<file path="src/rtl/lsq_param_fwd.sv">
`default_nettype none
// ============================================================================
// Module   : lsq_param_fwd
// Purpose  : Parametrised load/store queue. Allocates loads and stores in
//            program order at dispatch, captures address/data at issue,
//            forwards byte-accurate store data to younger loads, and drains
//            committed stores to memory through a valid/ready write port.
// Ports    : clk, reset (async, active-low)
//            disp_*   : in-order allocation at tail (disp_ready = room)
//            iss_*    : address/data capture for a dispatched tag
//            ld_*     : combinational store-to-load forwarding lookup
//            commit_* : ROB retirement of the head entry
//            mem_wr_* : registered store write port (valid/ready)
//            flush    : squash all uncommitted entries
//            count / empty : occupancy
// Revision : 1.0 - initial release
// ============================================================================
module lsq_param_fwd #(
    parameter int DEPTH     = 8,
    parameter int ROB_TAG_W = 5,
    parameter int XLEN      = 32
) (
    input  logic                    clk,
    input  logic                    reset,
    input  logic                    disp_valid,
    input  logic                    disp_is_store,
    input  logic [ROB_TAG_W-1:0]    disp_rob_tag,
    output logic                    disp_ready,
    input  logic                    iss_valid,
    input  logic [ROB_TAG_W-1:0]    iss_rob_tag,
    input  logic [2:0]              iss_func3,
    input  logic [XLEN-1:0]         iss_base,
    input  logic [XLEN-1:0]         iss_imm,
    input  logic [XLEN-1:0]         iss_data,
    input  logic [ROB_TAG_W-1:0]    ld_rob_tag,
    input  logic                    ld_valid,
    output logic                    ld_fwd_valid,
    output logic [XLEN-1:0]         ld_fwd_data,
    output logic                    ld_stall,
    input  logic                    commit_valid,
    input  logic [ROB_TAG_W-1:0]    commit_rob_tag,
    output logic                    mem_wr_valid,
    output logic [XLEN-1:0]         mem_wr_addr,
    output logic [XLEN-1:0]         mem_wr_data,
    output logic [3:0]              mem_wr_be,
    input  logic                    mem_wr_ready,
    input  logic                    flush,
    output logic [$clog2(DEPTH):0]  count,
    output logic                    empty
);

    localparam int                 c_IDX_W   = $clog2(DEPTH);
    localparam int                 c_PTR_W   = c_IDX_W + 1;
    localparam logic [c_PTR_W-1:0] c_PTR_ONE = c_PTR_W'(1);
    localparam logic [c_PTR_W-1:0] c_FULL    = c_PTR_W'(DEPTH);

    // Byte lanes touched by an access; H keeps only a[1], W ignores a[1:0].
    function automatic logic [3:0] f_byte_en(input logic [2:0] f3, input logic [1:0] a);
        case (f3[1:0])
            2'b00:   f_byte_en = 4'b0001 << a;
            2'b01:   f_byte_en = 4'b0011 << {a[1], 1'b0};
            default: f_byte_en = 4'b1111;
        endcase
    endfunction

    // Byte offset of the lowest lane touched by an access.
    function automatic logic [1:0] f_lane(input logic [2:0] f3, input logic [1:0] a);
        case (f3[1:0])
            2'b00:   f_lane = a;
            2'b01:   f_lane = {a[1], 1'b0};
            default: f_lane = 2'b00;
        endcase
    endfunction

    // ------------------------------------------------------------------
    // Entry storage
    // ------------------------------------------------------------------
    logic [DEPTH-1:0]       r_valid;
    logic [DEPTH-1:0]       r_is_store;
    logic [DEPTH-1:0]       r_issued;
    logic [DEPTH-1:0]       r_committed;
    logic [ROB_TAG_W-1:0]   r_rob_tag [DEPTH];
    logic [XLEN-1:0]        r_addr    [DEPTH];
    logic [XLEN-1:0]        r_data    [DEPTH];
    logic [2:0]             r_func3   [DEPTH];

    logic [c_PTR_W-1:0]     r_head;
    logic [c_PTR_W-1:0]     r_tail;

    logic                   r_mem_wr_valid;
    logic [XLEN-1:0]        r_mem_wr_addr;
    logic [XLEN-1:0]        r_mem_wr_data;
    logic [3:0]             r_mem_wr_be;

    logic [c_IDX_W-1:0]     w_head_idx;
    logic [c_IDX_W-1:0]     w_tail_idx;
    logic [c_PTR_W-1:0]     w_count;
    logic                   w_commit_hit;
    logic                   w_commit_load;
    logic                   w_commit_store;
    logic                   w_wr_done;
    logic                   w_free;
    logic                   w_disp;
    logic                   w_iss_hit;
    logic [c_IDX_W-1:0]     w_iss_idx;

    assign w_head_idx = r_head[c_IDX_W-1:0];
    assign w_tail_idx = r_tail[c_IDX_W-1:0];
    assign w_count    = r_tail - r_head;

    // Only the head can be retiring; a committed store stays at the head
    // until its write handshakes, so at most one write is ever outstanding.
    assign w_commit_hit   = commit_valid && !flush && r_valid[w_head_idx] &&
                            (r_rob_tag[w_head_idx] == commit_rob_tag) &&
                            r_issued[w_head_idx] && !r_committed[w_head_idx];
    assign w_commit_load  = w_commit_hit && !r_is_store[w_head_idx];
    assign w_commit_store = w_commit_hit &&  r_is_store[w_head_idx] && !r_mem_wr_valid;
    assign w_wr_done      = r_mem_wr_valid && mem_wr_ready;
    assign w_free         = w_commit_load || w_wr_done;

    // A slot freed this cycle can be reused by a same-cycle dispatch.
    assign disp_ready = (w_count != c_FULL) || w_free;
    assign w_disp     = disp_valid && disp_ready && !flush;

    always_comb begin
        w_iss_hit = 1'b0;
        w_iss_idx = '0;
        for (int i = 0; i < DEPTH; i++) begin
            if (r_valid[i] && !r_issued[i] && (r_rob_tag[i] == iss_rob_tag)) begin
                w_iss_hit = 1'b1;
                w_iss_idx = c_IDX_W'(i);
            end
        end
        if (!iss_valid || flush) begin
            w_iss_hit = 1'b0;
        end
    end

    // ------------------------------------------------------------------
    // Forwarding lookup
    // ------------------------------------------------------------------
    logic                   w_ld_hit;
    logic [c_IDX_W-1:0]     w_ld_idx;
    logic [c_IDX_W-1:0]     w_ld_age;
    logic [c_IDX_W-1:0]     w_age_i;
    logic [3:0]             w_ld_be;
    logic [3:0]             w_st_be;
    logic                   w_older_unissued;
    logic                   w_st_hit;
    logic [c_IDX_W-1:0]     w_st_idx;
    logic [c_IDX_W-1:0]     w_st_age;
    logic [XLEN-1:0]        w_lane_data;
    logic [XLEN-1:0]        w_shifted;

    always_comb begin
        w_ld_hit = 1'b0;
        w_ld_idx = '0;
        for (int i = 0; i < DEPTH; i++) begin
            if (r_valid[i] && !r_is_store[i] && (r_rob_tag[i] == ld_rob_tag)) begin
                w_ld_hit = 1'b1;
                w_ld_idx = c_IDX_W'(i);
            end
        end

        // Age is distance from head, so ordering survives pointer wrap.
        w_ld_age         = w_ld_idx - w_head_idx;
        w_ld_be          = f_byte_en(r_func3[w_ld_idx], r_addr[w_ld_idx][1:0]);
        w_age_i          = '0;
        w_older_unissued = 1'b0;
        w_st_hit         = 1'b0;
        w_st_idx         = '0;
        w_st_age         = '0;
        for (int i = 0; i < DEPTH; i++) begin
            w_age_i = c_IDX_W'(i) - w_head_idx;
            if (r_valid[i] && r_is_store[i] && (w_age_i < w_ld_age)) begin
                if (!r_issued[i]) begin
                    w_older_unissued = 1'b1;
                end else if ((r_addr[i][XLEN-1:2] == r_addr[w_ld_idx][XLEN-1:2]) &&
                             ((f_byte_en(r_func3[i], r_addr[i][1:0]) & w_ld_be) != 4'b0000) &&
                             (!w_st_hit || (w_age_i > w_st_age))) begin
                    w_st_hit = 1'b1;
                    w_st_idx = c_IDX_W'(i);
                    w_st_age = w_age_i;
                end
            end
        end

        // Place store bytes in their word lanes, then pull the load's lanes down.
        w_st_be     = f_byte_en(r_func3[w_st_idx], r_addr[w_st_idx][1:0]);
        w_lane_data = r_data[w_st_idx] << {f_lane(r_func3[w_st_idx], r_addr[w_st_idx][1:0]), 3'b000};
        w_shifted   = w_lane_data >> {f_lane(r_func3[w_ld_idx], r_addr[w_ld_idx][1:0]), 3'b000};

        ld_fwd_valid = 1'b0;
        ld_fwd_data  = '0;
        ld_stall     = 1'b0;
        if (ld_valid && w_ld_hit) begin
            if (!r_issued[w_ld_idx] || w_older_unissued) begin
                ld_stall = 1'b1;
            end else if (w_st_hit) begin
                if ((w_st_be & w_ld_be) == w_ld_be) begin
                    ld_fwd_valid = 1'b1;
                    case (r_func3[w_ld_idx])
                        3'b000:  ld_fwd_data = {{(XLEN-8){w_shifted[7]}},   w_shifted[7:0]};
                        3'b001:  ld_fwd_data = {{(XLEN-16){w_shifted[15]}}, w_shifted[15:0]};
                        3'b100:  ld_fwd_data = {{(XLEN-8){1'b0}},           w_shifted[7:0]};
                        3'b101:  ld_fwd_data = {{(XLEN-16){1'b0}},          w_shifted[15:0]};
                        default: ld_fwd_data = w_shifted;
                    endcase
                end else begin
                    ld_stall = 1'b1;
                end
            end
        end
    end

    // ------------------------------------------------------------------
    // Sequential state
    // ------------------------------------------------------------------
    always_ff @(posedge clk or negedge reset) begin
        if (!reset) begin
            r_head         <= '0;
            r_tail         <= '0;
            r_valid        <= '0;
            r_is_store     <= '0;
            r_issued       <= '0;
            r_committed    <= '0;
            r_mem_wr_valid <= 1'b0;
            r_mem_wr_addr  <= '0;
            r_mem_wr_data  <= '0;
            r_mem_wr_be    <= '0;
            for (int i = 0; i < DEPTH; i++) begin
                r_rob_tag[i] <= '0;
                r_addr[i]    <= '0;
                r_data[i]    <= '0;
                r_func3[i]   <= '0;
            end
        end else begin
            for (int i = 0; i < DEPTH; i++) begin
                if (flush && !r_committed[i]) begin
                    r_valid[i] <= 1'b0;
                end
                if (w_free && (c_IDX_W'(i) == w_head_idx)) begin
                    r_valid[i]     <= 1'b0;
                    r_committed[i] <= 1'b0;
                end
                // Dispatch after free: a full queue reuses the slot just freed.
                if (w_disp && (c_IDX_W'(i) == w_tail_idx)) begin
                    r_valid[i]     <= 1'b1;
                    r_is_store[i]  <= disp_is_store;
                    r_rob_tag[i]   <= disp_rob_tag;
                    r_issued[i]    <= 1'b0;
                    r_committed[i] <= 1'b0;
                end
                if (w_iss_hit && (c_IDX_W'(i) == w_iss_idx)) begin
                    r_issued[i] <= 1'b1;
                    r_addr[i]   <= iss_base + iss_imm;
                    r_data[i]   <= iss_data;
                    r_func3[i]  <= iss_func3;
                end
                if (w_commit_store && (c_IDX_W'(i) == w_head_idx)) begin
                    r_committed[i] <= 1'b1;
                end
            end

            if (w_free) begin
                r_head <= r_head + c_PTR_ONE;
            end

            // Only a committed head survives a flush, so tail lands just past it.
            if (flush) begin
                r_tail <= (r_valid[w_head_idx] && r_committed[w_head_idx]) ?
                          r_head + c_PTR_ONE : r_head;
            end else if (w_disp) begin
                r_tail <= r_tail + c_PTR_ONE;
            end

            if (w_commit_store) begin
                r_mem_wr_valid <= 1'b1;
                r_mem_wr_addr  <= {r_addr[w_head_idx][XLEN-1:2], 2'b00};
                r_mem_wr_data  <= r_data[w_head_idx] <<
                                  {f_lane(r_func3[w_head_idx], r_addr[w_head_idx][1:0]), 3'b000};
                r_mem_wr_be    <= f_byte_en(r_func3[w_head_idx], r_addr[w_head_idx][1:0]);
            end else if (w_wr_done) begin
                r_mem_wr_valid <= 1'b0;
            end
        end
    end

    assign mem_wr_valid = r_mem_wr_valid;
    assign mem_wr_addr  = r_mem_wr_addr;
    assign mem_wr_data  = r_mem_wr_data;
    assign mem_wr_be    = r_mem_wr_be;
    assign count        = w_count;
    assign empty        = (w_count == '0);

endmodule
`default_nettype wire

</file>
<file path="config.mk">
export PLATFORM = sky130hd
export DESIGN_NAME = lsq_param_fwd
export DESIGN_NICKNAME = d
export VERILOG_FILES = /design/src/rtl/lsq_param_fwd.sv
export SDC_FILE = /design/constraint.sdc
export NUM_CORES = 2
export LEC_CHECK = 0
export ABC_AREA = 0
export BUFFER_PORTS_ARGS = -buffer_cell sky130_fd_sc_hd__buf_2
export CAP_MARGIN = 20
export CORE_MARGIN = 2
export CORE_UTILIZATION = 25
export DETAILED_ROUTE_END_ITERATION = 6
export GPL_ROUTABILITY_DRIVEN = 0
export PLACE_DENSITY = 0.39
export SETUP_SLACK_MARGIN = 0.15
export SYNTH_ARGS = -nofsm -noshare
export SYNTH_HDL_FRONTEND = slang
export SYNTH_SLANG_ARGS = --single-unit
</file>
<file path="constraint.sdc">
create_clock -name clk -period 22.4 [get_ports clk]
set_input_delay 1.12 -clock clk [delete_from_list [all_inputs] [get_ports clk]]
set_output_delay 1.12 -clock clk [all_outputs]
set_load 0.005 [all_outputs]
</file>
# Word level (Yosys, flattened, before mapping)
# Index checks and enable logic that the tools add are counted.
[word_totals]
inputBits = 128
reg_bits = 683
elab_cells = 679
output_inout_bits = 109
[classes]
eq_ne = 62
n_addsub = 13
n_bitwise = 12
reduce_logical = 214
n_shift = 25
n_lt_le_gt_ge = 20
muxes = 263
[op_table]
columns = ["cell", "count"]
rows = [
  ["binary-select mux 32 bit (select 3 bit)", 5],
  ["2-to-1 mux 32 bit", 12],
  ["equality test 30 bit", 8],
  ["2-to-1 mux 3 bit", 53],
  ["2-to-1 mux 1 bit", 141],
  ["case mux 32 bit (4 select lines)", 1],
  ["logical AND 1 bit", 116],
  ["case mux 4 bit (2 select lines)", 11],
  ["equality test 5 bit", 17],
  ["2-to-1 mux 4 bit", 19],
  ["<< shifter 32 x 5 -> 32 bit", 2],
  ["nonzero test 3 bit", 16],
  ["<< shifter 1 x 2 -> 4 bit (first input constant)", 11],
  ["<< shifter 2 x 2 -> 4 bit (first input constant)", 11],
  ["logical NOT 1 bit", 37],
  ["AND 4 bit", 9],
  ["equality test 3 bit (first input constant)", 12],
  ["adder 32 bit", 1],
  ["nonzero test 4 bit", 8],
  ["right shift 32 x 5 -> 32 bit", 1],
  ["binary-select mux 3 bit (select 3 bit)", 3],
  ["< comparator 3 bit", 8],
  ["equality test 2 x 1 -> 1 bit (second input constant)", 11],
  ["logical NOT 2 bit", 11],
  ["25 further kinds", 85],
]

# Depth between registers and ports, before layout
[logic_depth]
word_depth = 77
mapped_depth = 86
ltp_nobuf = 79

# Least setup slack after synthesis
# Ideal clock, no wire load.
[synth_path]
path_kind = "input -> output"
startpoint = "input ld_rob_tag[2]"
endpoint = "output ld_fwd_data[0]"
path_buffers = 6
setup_slack_ps = 4424
path_stages = 77
arrival_time_ps = 16856
required_time_ps = 21280
cell_sequence = "buf_2 xor2_1 nor4_1 and4b_1 nor2_1 nand2_1 inv_1 buf_2 clkbuf_1 fa_1 xnor2_1 xnor2_1 ha_1 a211oi_1 nand4_1 nor4_1 nand4_1 buf_2 (+41 left out) mux2_2 ha_1 nor2b_1 o21a_1 o21ai_0 o31a_2 o22ai_2 or2_1 buf_6 mux2_4 a311oi_4 a21boi_4 nand2_1 buf_4 mux2i_1 mux2_2 mux2_2 o211a_1"
[synth_via]
elab_chain_cells = 76
elab_cells_between_ends = 232
classes_between = "add/sub: 1; order compare: 15; eq/ne: 19; shift: 6; mux: 122; bitwise: 11; reduce/logical: 58"
[synth_lines]
columns = ["element", "line_no", "source"]
rows = [
  ["start: declaration", "35", "input logic [ROB_TAG_W-1:0] ld_rob_tag,"],
  ["equality test 5 bit", "159", "if (r_valid[i] && !r_is_store[i] && (r_rob_tag[i] == ld_rob_tag)) begin"],
  ["logical AND 1 bit", "159", ""],
  ["2-to-1 mux 1 bit", "159", ""],
  ["2-to-1 mux 3 bit (6 in a row)", "159", ""],
  ["inverter 3 -> 4 bit (not written as such)", "167, 178, 191", ""],
  ["binary-select mux 32 bit (select 3 bit) or binary-select mux 3 bit (select 3 bit) (tied branches)", "167, 178, 191", ""],
  ["2-to-1 mux 32 bit (not written as such) or 2-to-1 mux 3 bit (tied branches) (2 in a row)", "--", ""],
  ["<< shifter 2 x 2 -> 4 bit (tied with other cells)", "61", "2'b01: f_byte_en = 4'b0011 << {a[1], 1'b0};"],
  ["(+54 left out)", "--", ""],
  ["case mux 2 bit (2 select lines)", "68", "case (f3[1:0])"],
  ["<< shifter 32 x 5 -> 32 bit", "190", "w_lane_data = r_data[w_st_idx] << {f_lane(r_func3[w_st_idx], r_addr[w_st_idx][1:0]), 3'b000};"],
  ["right shift 32 x 5 -> 32 bit", "191", "w_shifted = w_lane_data >> {f_lane(r_func3[w_ld_idx], r_addr[w_ld_idx][1:0]), 3'b000};"],
  ["case mux 32 bit (4 select lines)", "202", "case (r_func3[w_ld_idx])"],
  ["2-to-1 mux 32 bit", "200", "if ((w_st_be & w_ld_be) == w_ld_be) begin"],
  ["2-to-1 mux 32 bit", "199", "end else if (w_st_hit) begin"],
  ["2-to-1 mux 32 bit", "197", "if (!r_issued[w_ld_idx] || w_older_unissued) begin"],
  ["2-to-1 mux 32 bit *", "196", "if (ld_valid && w_ld_hit) begin"],
  ["end: declaration", "38", "output logic [XLEN-1:0] ld_fwd_data,"],
]
# Mark *: on every way between the ends. The rest lies on a longest branch, timed or not. The select of a mux whose other input is x is not followed.

# Worst setup path after layout
[layout_path]
startpoint = "input ld_rob_tag[3]"
endpoint = "output ld_fwd_data[1]"
# The elaborated chain is that of the path after synthesis.

==> impl_metrics.csv <==
group,metric,value,unit
run_status,status,"finished, final reports clean",
floorplanning,die_y,429.1,um
timing,max_slew.worst_pin.slew,1176,ps
timing,finalHoldViolations,0,
cts,clkTransAtPathRegs,60,ps
setup_path,cpMaxStageDelayCell,"a2111oi_2",
routing,routed_wl,186800,um
setup_path,crit_type,"in -> out",
routing,drt_iter0_markers,2773,
pwr,max-vdd-ir-drop,0.06947,mV
final_layout,syn_to_final_growth,15.48,%
pwr,p_total,4.232,mW
synthesis,synth_common_cells,"dfrtp_1, mux2_2, nand2_1, xor2_1, mux2i_1",
synthesis,synth_top_area_share,37.83,%
synthesis,synth_cells,4062,
floorplanning,die_w,429.1,um
synthesis,yosys_register_bits,683,
floorplanning,fp.coreArea,0.1802,mm^2
cts,cts_buffers,88,
synthesis,synth.area.top_cells,"dfrtp_1, mux2_2, mux4_2",
floorplanning,io_pins,237,
worst_hold_path,min_path_type,"in -> async",
global_route,grt_pass1_wl,267300,um
timing,final.setup.tns,0,ps
setup_path,crit_start,"ld_rob_tag[3]",
place,dp_hpwl,129300,um
timing,max_freq,47.25,MHz
synthesis,ys_async_sr_fraction,100.0,%
cts,cts_tree,"yes",
global_route,antenna_found_initial,16,
job,cap_violations,0,
floorplanning,row_count,156,
final_layout,drive_gt1_share,32.29,%
synthesis,synth_area,0.04518,mm^2
routing,vias_per_cell,5.217,
final_layout,register_area,0.01710,mm^2
floorplanning,initial_core_util,25.08,%
timing,period_needed,21170,ps
timing,setup_viol,0,
cts,ctsLongestPathBuffers,3,
synthesis,yosys_most_used_dff,"dfrtp_1",
timing,maxSlewViolCount,0,
floorplanning,die-area,0.1841,mm^2
setup_path,end_kind,"output pin",
setup_path,worstPathMaxFanout,56,
global_route,grt_max_degree,163,
setup_path,critPathArrivalTime,20050,ps
synthesis,yosysSeqAreaShare,37.83,%
routing,postRouteAntennaNets,0,
cts,cts_hold_buf,0,
setup_path,rr_startpoint,"r_head[0]$_DFFE_PN0P_",
routing,drt_first_pass_iters,6,
pwr,p_leak,23.70,nW
synthesis,yosysTopAreaCell,"dfrtp_1",
synthesis,ys_warn_count,0,
setup_path,ff2ff_path_depth,12,
global_route,grt_usage,19.71,%
pwr,p_per_area,81.11,mW/mm^2
routing,drc_errors,0,
cts,root_buffer,"clkbuf_16",
final_layout,fillCellCount,18660,
synthesis,synth.avg_cell_area,11.12,um^2
routing,route.detailed.wl_per_inst,28.07,um
synthesis,synth_edf_count,0,
synthesis,yosysUniqueCellTypes,113,
setup_path,worstPathRequired,21280,ps
setup_path,critPathMaxStageDelay,710,ps
cts,cts_num_sinks,683,
final_layout,final_core_utilization,28.96,%
cts,h-tree-depth,3,
final_layout,layout.nets,4423,
global_route,grt_pass1_vias,34660,
synthesis,yosysMostFrequentCell,"dfrtp_1",
timing,min_period_over_period,94.49,%
timing,rsz0062_at_grt,"no",
timing,clock_skew,61.98,ps
final_layout,multi_input_area,0.02678,mm^2
setup_path,worstSetupStartpointType,"input port",
routing,num_vias,34720,
cts,clk_latency,740,ps
setup_path,r2r_slack,16400,ps
global_route,grt_remaining_overflow,0,
timing,slew_headroom,21.61,%
setup_path,cp-endpoint,"ld_fwd_data[1]",
place,portBuffers,234,
setup_path,r2r-end,"r_rob_tag[8]$_DFFE_PN0P_",
==> power breakdown <==
part / internal, mW / leakage [nW] / switching, mW
clock network: 0.883 / 1.50 / 0.629
registers: 1.35 / 9.36 / 0.188
logic: 0.487 / 12.8 / 0.692
==> registers in the layout, indices dropped and copies added (netlist names), 8 cells and up <==
name         flops
mem_wr_addr     30
mem_wr_data     32
r_addr         256
r_committed      8
r_data         256
r_func3         24
r_is_store       8
r_issued         8
r_rob_tag       40
r_valid          8
==> cells by family (layout without fill, tap and decap cells) <==
logic type / after synthesis / count (layout) / share of synthesized area, %
multiplexers: 1058 / 1058 / 29.55
flip-flops: 683 / 683 / 37.83
other: 1 / 4 / 0.008300
buffers and inverters: 341 / 558 / 3.437
AND/OR/NAND/NOR: 866 / 867 / 9.485
XOR/XNOR: 369 / 369 / 7.170
AO/OA/AOI/OAI: 659 / 661 / 10.12
adder cells (fa/ha/maj): 85 / 85 / 2.404
==> critical path, delay by kind of cell <==
| kind | cells | cell delay, ps |
|---|---|---|
| AO/OA/AOI/OAI | 32 | 8460 |
| XOR/XNOR | 2 | 630 |
| adder cells (fa/ha/maj) | 7 | 2100 |
| buffers and inverters | 6 | 1420 |
| multiplexers | 9 | 2900 |
| AND/OR/NAND/NOR | 17 | 3160 |
==> cells in the final DEF (no fill, tap or decap), types with 13 or more instances in the layout <==
master,n
nor2b_1,18
clkbuf_1,19
dfrtp_1,680
nand4_1,101
a21o_1,18
mux2i_1,232
xor2_1,260
a21boi_0,37
o21ai_1,15
a211oi_1,54
o21ai_0,171
o21ba_1,17
inv_1,68
clkbuf_16,88
clkinv_2,14
mux2_2,660
ha_1,82
o211ai_1,22
nand3b_1,13
nand3_1,74
nand2_1,266
and2_1,17
nor3_1,32
a21oi_1,114
o32ai_1,31
nand2b_1,19
nor4_1,31
or3_1,15
clkbuf_8,25
mux4_2,152
a31oi_1,21
xnor2_1,108
o31ai_1,13
buf_2,233
buf_4,80
nor2_1,199
==> through the flow <==
step | cell area (um^2) | worst slack [ps] | cells | hold WS (ps)
floorplan | 45180 | 4424 | 4063 | 471.1
global placement | 48910 | 972.5 | 6475 | 458.6
detailed placement | 48930 | 754.1 | 6477 | 465.0
CTS | 52000 | 665.5 | 6640 | 408.8
global route | 52170 | 132.7 | 6654 | 459.3
finish | 52180 | 1235 | 6655 | 428.3
==> worst min path at each step <==
stage | from | endpoint | depth (start not counted)
finish | reset | mem_wr_addr[8]$_DFFE_PN0P_ | 1
global route | reset | mem_wr_addr[8]$_DFFE_PN0P_ | 1
CTS | reset | r_addr[164]$_DFFE_PN0P_ | 1
detailed placement | mem_wr_be[0]$_DFFE_PN0P_ | mem_wr_be[0]$_DFFE_PN0P_ | 2
global placement | mem_wr_be[0]$_DFFE_PN0P_ | mem_wr_be[0]$_DFFE_PN0P_ | 2
floorplan | mem_wr_be[0]$_DFFE_PN0P_ | mem_wr_be[0]$_DFFE_PN0P_ | 2
==> routing by layer <==
metal	track usage, %	vias to the layer above	wire length, um
li1	-	15360	-
met1	27.55	18070	85720
met2	31.34	987	86590
met3	2.792	297	8567
met4	6.140	8	5857
met5	0	-	45
==> layout make-up <==
cell class	instances	share of cell area, %
repair buffers	325	3.803
well taps	2370	5.683
clock buffers	132	5.017
flip-flops and latches	683	32.77
diodes	2	0.009592
inverters	70	0.5132
multi-input cells	3042	51.34
clock inverters	31	0.8633
==> timing repair <==
action | 4_1_cts | 5_1_grt
endpoints found under the setup margin | 0 | 31
buffers inserted | 0 | 10
gates resized for setup | 0 | 16
No activity file was read; power rests on OpenSTA's default activity.
